==> src/rtl/cdb_writeback_ctrl_if.sv <==
// cdb_writeback_ctrl_if
//   Bundles the result-request, issue-rename, status-lookup, CDB broadcast and
//   register-file write-port signals of the CDB writeback controller.
//   Parameters: N_REQ requesters, TAG_W tag width, DATA_W data width.
//   master : functional units / issue stage / register file side
//   slave  : cdb_writeback_ctrl
interface cdb_writeback_ctrl_if #(
    parameter int unsigned N_REQ  = 3,
    parameter int unsigned TAG_W  = 3,
    parameter int unsigned DATA_W = 16
);
    localparam int unsigned REG_W = 4;

    logic [N_REQ-1:0]        req_valid;
    logic [N_REQ*TAG_W-1:0]  req_tag;
    logic [N_REQ*REG_W-1:0]  req_dest;
    logic [N_REQ*DATA_W-1:0] req_data;
    logic [N_REQ-1:0]        req_grant;

    logic                    issue_valid;
    logic [REG_W-1:0]        issue_dest;
    logic [TAG_W-1:0]        issue_tag;

    logic [REG_W-1:0]        look_reg;
    logic                    look_busy;
    logic [TAG_W-1:0]        look_tag;

    logic                    cdb_valid;
    logic [TAG_W-1:0]        cdb_tag;
    logic [DATA_W-1:0]       cdb_data;

    logic                    store;
    logic [REG_W-1:0]        reg_a;
    logic [DATA_W-1:0]       data_in;

    modport master (
        output req_valid, req_tag, req_dest, req_data,
        output issue_valid, issue_dest, issue_tag,
        output look_reg,
        input  req_grant, look_busy, look_tag,
        input  cdb_valid, cdb_tag, cdb_data,
        input  store, reg_a, data_in
    );

    modport slave (
        input  req_valid, req_tag, req_dest, req_data,
        input  issue_valid, issue_dest, issue_tag,
        input  look_reg,
        output req_grant, look_busy, look_tag,
        output cdb_valid, cdb_tag, cdb_data,
        output store, reg_a, data_in
    );
endinterface

==> src/rtl/cdb_writeback_ctrl.sv <==
// cdb_writeback_ctrl
//   Common-data-bus scheduler and register-status (Qi) controller.
//   Picks one functional-unit result per cycle, broadcasts it on the CDB one cycle
//   later, and writes the register file only if the broadcast tag is still the
//   latest producer of the destination register.
// Ports:
//   i_clock  rising-edge clock
//   i_reset  synchronous active-high reset
//   i_flush  synchronous squash: clears Qi, blocks grants, drops next broadcast
//   io_bus   request / issue / lookup / CDB / register-file write signals
//            (req_grant, look_busy, look_tag are combinational; rest registered)
// Configuration macro:
//   CDB_ROUND_ROBIN_EN  round-robin arbitration starting at rr_ptr;
//                       undefined -> fixed priority, lowest index wins.
module cdb_writeback_ctrl #(
    parameter int unsigned N_REQ  = 3,
    parameter int unsigned TAG_W  = 3,
    parameter int unsigned DATA_W = 16
) (
    input  logic                 i_clock,
    input  logic                 i_reset,
    input  logic                 i_flush,
    cdb_writeback_ctrl_if.slave  io_bus
);
    localparam int unsigned NREG  = 16;
    localparam int unsigned REG_W = 4;
    localparam int unsigned SEL_W = (N_REQ > 1) ? $clog2(N_REQ) : 1;

    logic [TAG_W-1:0]  r_qi [NREG];
    logic              r_cdb_valid;
    logic [TAG_W-1:0]  r_cdb_tag;
    logic [DATA_W-1:0] r_cdb_data;
    logic              r_store;
    logic [REG_W-1:0]  r_reg_a;
    logic [DATA_W-1:0] r_data_in;

    logic              w_any;
    logic [SEL_W-1:0]  w_win;
    logic [N_REQ-1:0]  w_grant;
    logic [TAG_W-1:0]  w_sel_tag;
    logic [REG_W-1:0]  w_sel_dest;
    logic [DATA_W-1:0] w_sel_data;
    logic              w_match;

`ifdef CDB_ROUND_ROBIN_EN
    logic [SEL_W-1:0]  r_rr_ptr;
`endif

    // Arbitration: optional first pass from rr_ptr upward, then lowest valid index.
    always_comb begin : arb
        w_any = 1'b0;
        w_win = '0;
`ifdef CDB_ROUND_ROBIN_EN
        for (int j = 0; j < N_REQ; j++) begin
            if (!w_any && io_bus.req_valid[j] && (SEL_W'(j) >= r_rr_ptr)) begin
                w_any = 1'b1;
                w_win = SEL_W'(j);
            end
        end
`endif
        for (int j = 0; j < N_REQ; j++) begin
            if (!w_any && io_bus.req_valid[j]) begin
                w_any = 1'b1;
                w_win = SEL_W'(j);
            end
        end
        if (i_reset || i_flush) begin
            w_any = 1'b0;
        end
    end

    // Winner payload select and one-hot grant.
    always_comb begin : sel
        w_grant    = '0;
        w_sel_tag  = '0;
        w_sel_dest = '0;
        w_sel_data = '0;
        for (int j = 0; j < N_REQ; j++) begin
            if (SEL_W'(j) == w_win) begin
                w_sel_tag  = io_bus.req_tag[j*TAG_W +: TAG_W];
                w_sel_dest = io_bus.req_dest[j*REG_W +: REG_W];
                w_sel_data = io_bus.req_data[j*DATA_W +: DATA_W];
            end
        end
        if (w_any) begin
            w_grant = N_REQ'(1) << w_win;
        end
    end

    // Write filter uses the pre-update Qi value.
    assign w_match = (r_qi[w_sel_dest] == w_sel_tag);

    // Broadcast, write port and Qi table; issue is applied last so it wins on a collision.
    always_ff @(posedge i_clock) begin
        if (i_reset) begin
            r_cdb_valid <= 1'b0;
            r_cdb_tag   <= '0;
            r_cdb_data  <= '0;
            r_store     <= 1'b0;
            r_reg_a     <= '0;
            r_data_in   <= '0;
            for (int r = 0; r < NREG; r++) begin
                r_qi[r] <= '0;
            end
        end else if (i_flush) begin
            r_cdb_valid <= 1'b0;
            r_store     <= 1'b0;
            for (int r = 0; r < NREG; r++) begin
                r_qi[r] <= '0;
            end
        end else begin
            r_cdb_valid <= w_any;
            r_store     <= w_any && w_match;
            if (w_any) begin
                r_cdb_tag  <= w_sel_tag;
                r_cdb_data <= w_sel_data;
                r_reg_a    <= w_sel_dest;
                r_data_in  <= w_sel_data;
                if (w_match) begin
                    r_qi[w_sel_dest] <= '0;
                end
            end
            if (io_bus.issue_valid) begin
                r_qi[io_bus.issue_dest] <= io_bus.issue_tag;
            end
        end
    end

`ifdef CDB_ROUND_ROBIN_EN
    // Pointer moves past the winner after each grant; held when idle or flushed.
    always_ff @(posedge i_clock) begin
        if (i_reset) begin
            r_rr_ptr <= '0;
        end else if (w_any) begin
            r_rr_ptr <= (w_win == SEL_W'(N_REQ - 1)) ? '0 : w_win + SEL_W'(1);
        end
    end
`endif

    assign io_bus.req_grant = w_grant;
    assign io_bus.look_tag  = r_qi[io_bus.look_reg];
    assign io_bus.look_busy = |r_qi[io_bus.look_reg];
    assign io_bus.cdb_valid = r_cdb_valid;
    assign io_bus.cdb_tag   = r_cdb_tag;
    assign io_bus.cdb_data  = r_cdb_data;
    assign io_bus.store     = r_store;
    assign io_bus.reg_a     = r_reg_a;
    assign io_bus.data_in   = r_data_in;

    // Tag 0 means "no producer" and must never be issued or broadcast.
    a_issue_tag_nz: assert property (@(posedge i_clock) disable iff (i_reset)
        io_bus.issue_valid |-> (io_bus.issue_tag != '0));
    a_grant_tag_nz: assert property (@(posedge i_clock) disable iff (i_reset)
        w_any |-> (w_sel_tag != '0));
    a_grant_onehot: assert property (@(posedge i_clock) $onehot0(w_grant));
endmodule

==> src/flat_wrapper.sv <==
// flat-port wrapper written by rule: the top's interface ports become plain ports
module cdb_writeback_ctrl_flat 
#(
    parameter int unsigned N_REQ  = 3,
    parameter int unsigned TAG_W  = 3,
    parameter int unsigned DATA_W = 16
)
  (i_clock, i_reset, i_flush, io_bus_req_valid, io_bus_req_tag, io_bus_req_dest, io_bus_req_data, io_bus_issue_valid, io_bus_issue_dest, io_bus_issue_tag, io_bus_look_reg, io_bus_req_grant, io_bus_look_busy, io_bus_look_tag, io_bus_cdb_valid, io_bus_cdb_tag, io_bus_cdb_data, io_bus_store, io_bus_reg_a, io_bus_data_in);
  cdb_writeback_ctrl_if #(.N_REQ(N_REQ), .TAG_W(TAG_W), .DATA_W(DATA_W)) io_bus_i ();
  input  logic i_clock;
  input  logic i_reset;
  input  logic i_flush;
  input wire logic [$bits(io_bus_i.req_valid)-1:0] io_bus_req_valid;
  input wire logic [$bits(io_bus_i.req_tag)-1:0] io_bus_req_tag;
  input wire logic [$bits(io_bus_i.req_dest)-1:0] io_bus_req_dest;
  input wire logic [$bits(io_bus_i.req_data)-1:0] io_bus_req_data;
  input wire logic [$bits(io_bus_i.issue_valid)-1:0] io_bus_issue_valid;
  input wire logic [$bits(io_bus_i.issue_dest)-1:0] io_bus_issue_dest;
  input wire logic [$bits(io_bus_i.issue_tag)-1:0] io_bus_issue_tag;
  input wire logic [$bits(io_bus_i.look_reg)-1:0] io_bus_look_reg;
  output wire logic [$bits(io_bus_i.req_grant)-1:0] io_bus_req_grant;
  output wire logic [$bits(io_bus_i.look_busy)-1:0] io_bus_look_busy;
  output wire logic [$bits(io_bus_i.look_tag)-1:0] io_bus_look_tag;
  output wire logic [$bits(io_bus_i.cdb_valid)-1:0] io_bus_cdb_valid;
  output wire logic [$bits(io_bus_i.cdb_tag)-1:0] io_bus_cdb_tag;
  output wire logic [$bits(io_bus_i.cdb_data)-1:0] io_bus_cdb_data;
  output wire logic [$bits(io_bus_i.store)-1:0] io_bus_store;
  output wire logic [$bits(io_bus_i.reg_a)-1:0] io_bus_reg_a;
  output wire logic [$bits(io_bus_i.data_in)-1:0] io_bus_data_in;
  assign io_bus_i.req_valid = io_bus_req_valid;
  assign io_bus_i.req_tag = io_bus_req_tag;
  assign io_bus_i.req_dest = io_bus_req_dest;
  assign io_bus_i.req_data = io_bus_req_data;
  assign io_bus_i.issue_valid = io_bus_issue_valid;
  assign io_bus_i.issue_dest = io_bus_issue_dest;
  assign io_bus_i.issue_tag = io_bus_issue_tag;
  assign io_bus_i.look_reg = io_bus_look_reg;
  assign io_bus_req_grant = io_bus_i.req_grant;
  assign io_bus_look_busy = io_bus_i.look_busy;
  assign io_bus_look_tag = io_bus_i.look_tag;
  assign io_bus_cdb_valid = io_bus_i.cdb_valid;
  assign io_bus_cdb_tag = io_bus_i.cdb_tag;
  assign io_bus_cdb_data = io_bus_i.cdb_data;
  assign io_bus_store = io_bus_i.store;
  assign io_bus_reg_a = io_bus_i.reg_a;
  assign io_bus_data_in = io_bus_i.data_in;
  cdb_writeback_ctrl #(.N_REQ(N_REQ), .TAG_W(TAG_W), .DATA_W(DATA_W)) u_core (.i_clock(i_clock), .i_reset(i_reset), .i_flush(i_flush), .io_bus(io_bus_i));
endmodule
==> config.mk <==
export PLATFORM = sky130hd
export DESIGN_NAME = cdb_writeback_ctrl_flat
export DESIGN_NICKNAME = d
export VERILOG_FILES = /design/src/rtl/cdb_writeback_ctrl_if.sv /design/src/rtl/cdb_writeback_ctrl.sv /design/src/flat_wrapper.sv
export SDC_FILE = /design/constraint.sdc
export NUM_CORES = 1
export LEC_CHECK = 0
export BUFFER_PORTS_ARGS = -buffer_cell sky130_fd_sc_hd__buf_2
export CORE_MARGIN = 2
export CORE_UTILIZATION = 48
export DETAILED_ROUTE_END_ITERATION = 10
export PLACE_DENSITY = 0.78
export SYNTH_ARGS = -nofsm -noshare
export SYNTH_HDL_FRONTEND = slang
export SYNTH_SLANG_ARGS = --single-unit
==> constraint.sdc <==
create_clock -name i_clock -period 2.9 [get_ports i_clock]
set_clock_uncertainty 0.05 [all_clocks]
set_input_delay 0.145 -clock i_clock [delete_from_list [all_inputs] [get_ports i_clock]]
set_output_delay 0.145 -clock i_clock [all_outputs]
set_load 0.01 [all_outputs]
==> results.ini <==
[status]
outcome = completed

[cells_and_area]
layout_common_cells = 134 x buf_2, 52 x and2_1, 48 x edfxtp_1, 46 x nand2_1, 41 x a21oi_1
final_layout_size_suffix_gt1_share_pct = 40.1
nFillCells = 805
mostFrequentLayoutCell = buf_2
layout.nets = 681
instances_no_fill = 732
area_delta_synth_final_pct = 27.6
diodes = 0

[cts]
clk_pin_slew_worst_paths_ps = 80
htree_levels = 3
numCtsBuffers = 9
cts_tree = done
insertion_delay_ps = 360
root_buffer = clkbuf_8
clock_sinks = 73
clk_path_buf_depth = 2

[detailed_routing]
drt_pass1_iterations = 5
wl_per_cell_um = 18.1
ant_nets = 0
vias_per_cell = 5.57
num_vias = 4078
drt_iter0_drc = 289
drc = 0
routed_wl_um = 13200

[global_route]
grt_max_degree = 49
grt-ovfl-total = 0
grt_pass1_wl_um = 19200
track_usage_pct = 24.2
antenna_found_initial = 0
grt_pass1_vias = 3781

[timing]
drv_slew = 0
setup-violations-final = 0
period_share_pct = 98.2
maxSlewHeadroom_pct = 66.3
rsz0062_at_grt = yes
post-route-min-period_ps = 2850
worst_pin_slew_ps = 493
finalHoldViolations = 0
fmax_mhz = 351

[logic_synthesis]
avgSynthCellArea_um2 = 10.4
syn_area_um2 = 4720
synth_nets = 542
yosysTopAreaCell = edfxtp_1
yosys_warnings = 0
synth_edf_count = 48
ys.flop_type = edfxtp_1
syn_inst = 455
yosys-top-cells-area = edfxtp_1 31%, dfxtp_1 11%, mux2i_1 7.4%
yosysSeqAreaShare_pct = 41.1
async_flop_share_pct = 0
synth-seq-cells = 73
synth.top_cell.area_share_pct = 30.5
ys_types = 48

[power]
worst_ir_drop_vdd_mv = 0.281
power_mw = 2.87
power.density_nw_per_um2 = 477
power.leakage_nw = 2.63

[critical_path]
critPathArrivalTime_ps = 2820
crit_type = input pin to register
start_kind = input pin
reg2reg_from = u_core.r_qi[14][1]$_SDFFCE_PN0P_
worst-endpoint-required_ps = 2870
crit_path_start = io_bus_req_valid[1]
cp_max_fo = 8
endpoint_kind = register
rrSetupSlack_ps = 140

[floorplanning]
die_w_um = 103
dieArea_um2 = 10600
core_area_um2 = 9640
num_io_pins = 135
die_h_um = 103
placementRows = 36
start_util_pct = 49.0

[run]
drv_cap = 0

[min_path]
hp-class = input pin to register
hp-start = io_bus_req_data[43]

[placed_design]
place_congestion = 0.924
port-buffer-count = 134
hpwl_um = 9870
placed_cells = 711

sequential cells by signal, summed over array words and instances (netlist names):
name,flops
u_core.io_bus.reg_a,4
u_core.io_bus.cdb_tag,3
u_core.io_bus.store,1
u_core.io_bus.cdb_data,16
u_core.io_bus.cdb_valid,1
u_core.r_qi,48
area by class of cell:
class / count / area, um^2 / area share (%)
Clock buffer: 10 / 128 / 2.12
Clock inverter: 6 / 106 / 1.77
Inverter: 3 / 11.3 / 0.187
Multi-Input combinational cell: 330 / 2620 / 43.5
Sequential cell: 73 / 1940 / 32.2
Tap cell: 133 / 166 / 2.76
Timing Repair Buffer: 177 / 1050 / 17.4
routing by layer:
layer | vias to the layer above | global-route usage, % | wire length (um)
met2 | 197 | 42.9 | 6770
met4 | 0 | 9.51 | 263
met1 | 1937 | 28.7 | 5150
li1 | 1927 | - | -
met3 | 17 | 5.11 | 1030
met5 | - | 0 | 0
cells by family (layout without fill, tap and decap cells):
| family | after synthesis | count (layout) | share of synthesized area (%) |
|---|---|---|---|
| and+or+nand+nor | 181 | 181 | 21.7 |
| buffers and inverters | 52 | 196 | 6.20 |
| xor gates and xnor gates | 6 | 6 | 1.11 |
| DFF | 73 | 73 | 41.1 |
| AOI/OAI and AO/OA | 92 | 92 | 15.0 |
| muxes | 51 | 51 | 14.8 |
critical path: stages:
cell and delay [ps]:
buf_2 140, nor4b_4 370, a211oi_4 100, buf_6 140, clkbuf_16 150, a2111oi_0 510
nor4_2 120, xnor2_1 170, a2111o_4 510, o41ai_4 440
per-stage QoR:
step | setup TNS (ps) | setup slack, ps | cell area [um^2] | utilization, % | hold slack [ps]
3_5_place_dp | -13740 | -381 | 5610 | 58.2 | 375
4_1_cts | 0 | 1.93 | 5840 | 60.6 | 4.27
2_1_floorplan | -1110 | -46.5 | 4720 | - | 276
5_1_grt | -380 | -48.0 | 6020 | 62.5 | 12.8
3_3_place_gp | -9120 | -251 | 5610 | 58.2 | 372
6_report | 0 | 51.4 | 6020 | 62.5 | 10.3
path summary, 6_finish.rpt:
check,cells after the start,to
worst max-delay path,10,u_core.r_qi[9][2]$_SDFFCE_PN0P_
worst min register to register,2,u_core.io_bus.reg_a[1]$_SDFFE_PP0P_
worst max register to register,6,u_core.r_qi[9][2]$_SDFFCE_PN0P_
worst min-delay path,3,u_core.io_bus.cdb_data[11]$_SDFFE_PP0P_
cell usage after synthesis, types with 2 or more instances:
cell	instances
a2111oi_0	2
a21oi_1	41
and2_1	52
buf_1	3
buf_2	3
buf_4	19
buf_6	3
clkbuf_1	21
dfxtp_1	25
edfxtp_1	48
inv_1	3
mux2i_1	35
mux4_2	15
nand2_1	46
nand2b_1	3
nand3b_1	25
nand4b_1	2
nor2_1	32
nor3_1	4
o21ai_0	23
o41ai_2	16
or2_2	3
or3_1	2
xnor2_1	2
xor2_1	4
timing repair:
action,in CTS,in global routing
hold buffers,0,0
setup buffers,0,4
resized for setup,0,14
hold endpoints to repair,0,0
setup endpoints to repair,0,36
report_power, final:
group          switching, mW  internal (mW)
clock                  0.397          0.568
sequential            0.0444           1.17
combinational          0.374          0.316
(Power assumes the default switching activity.)
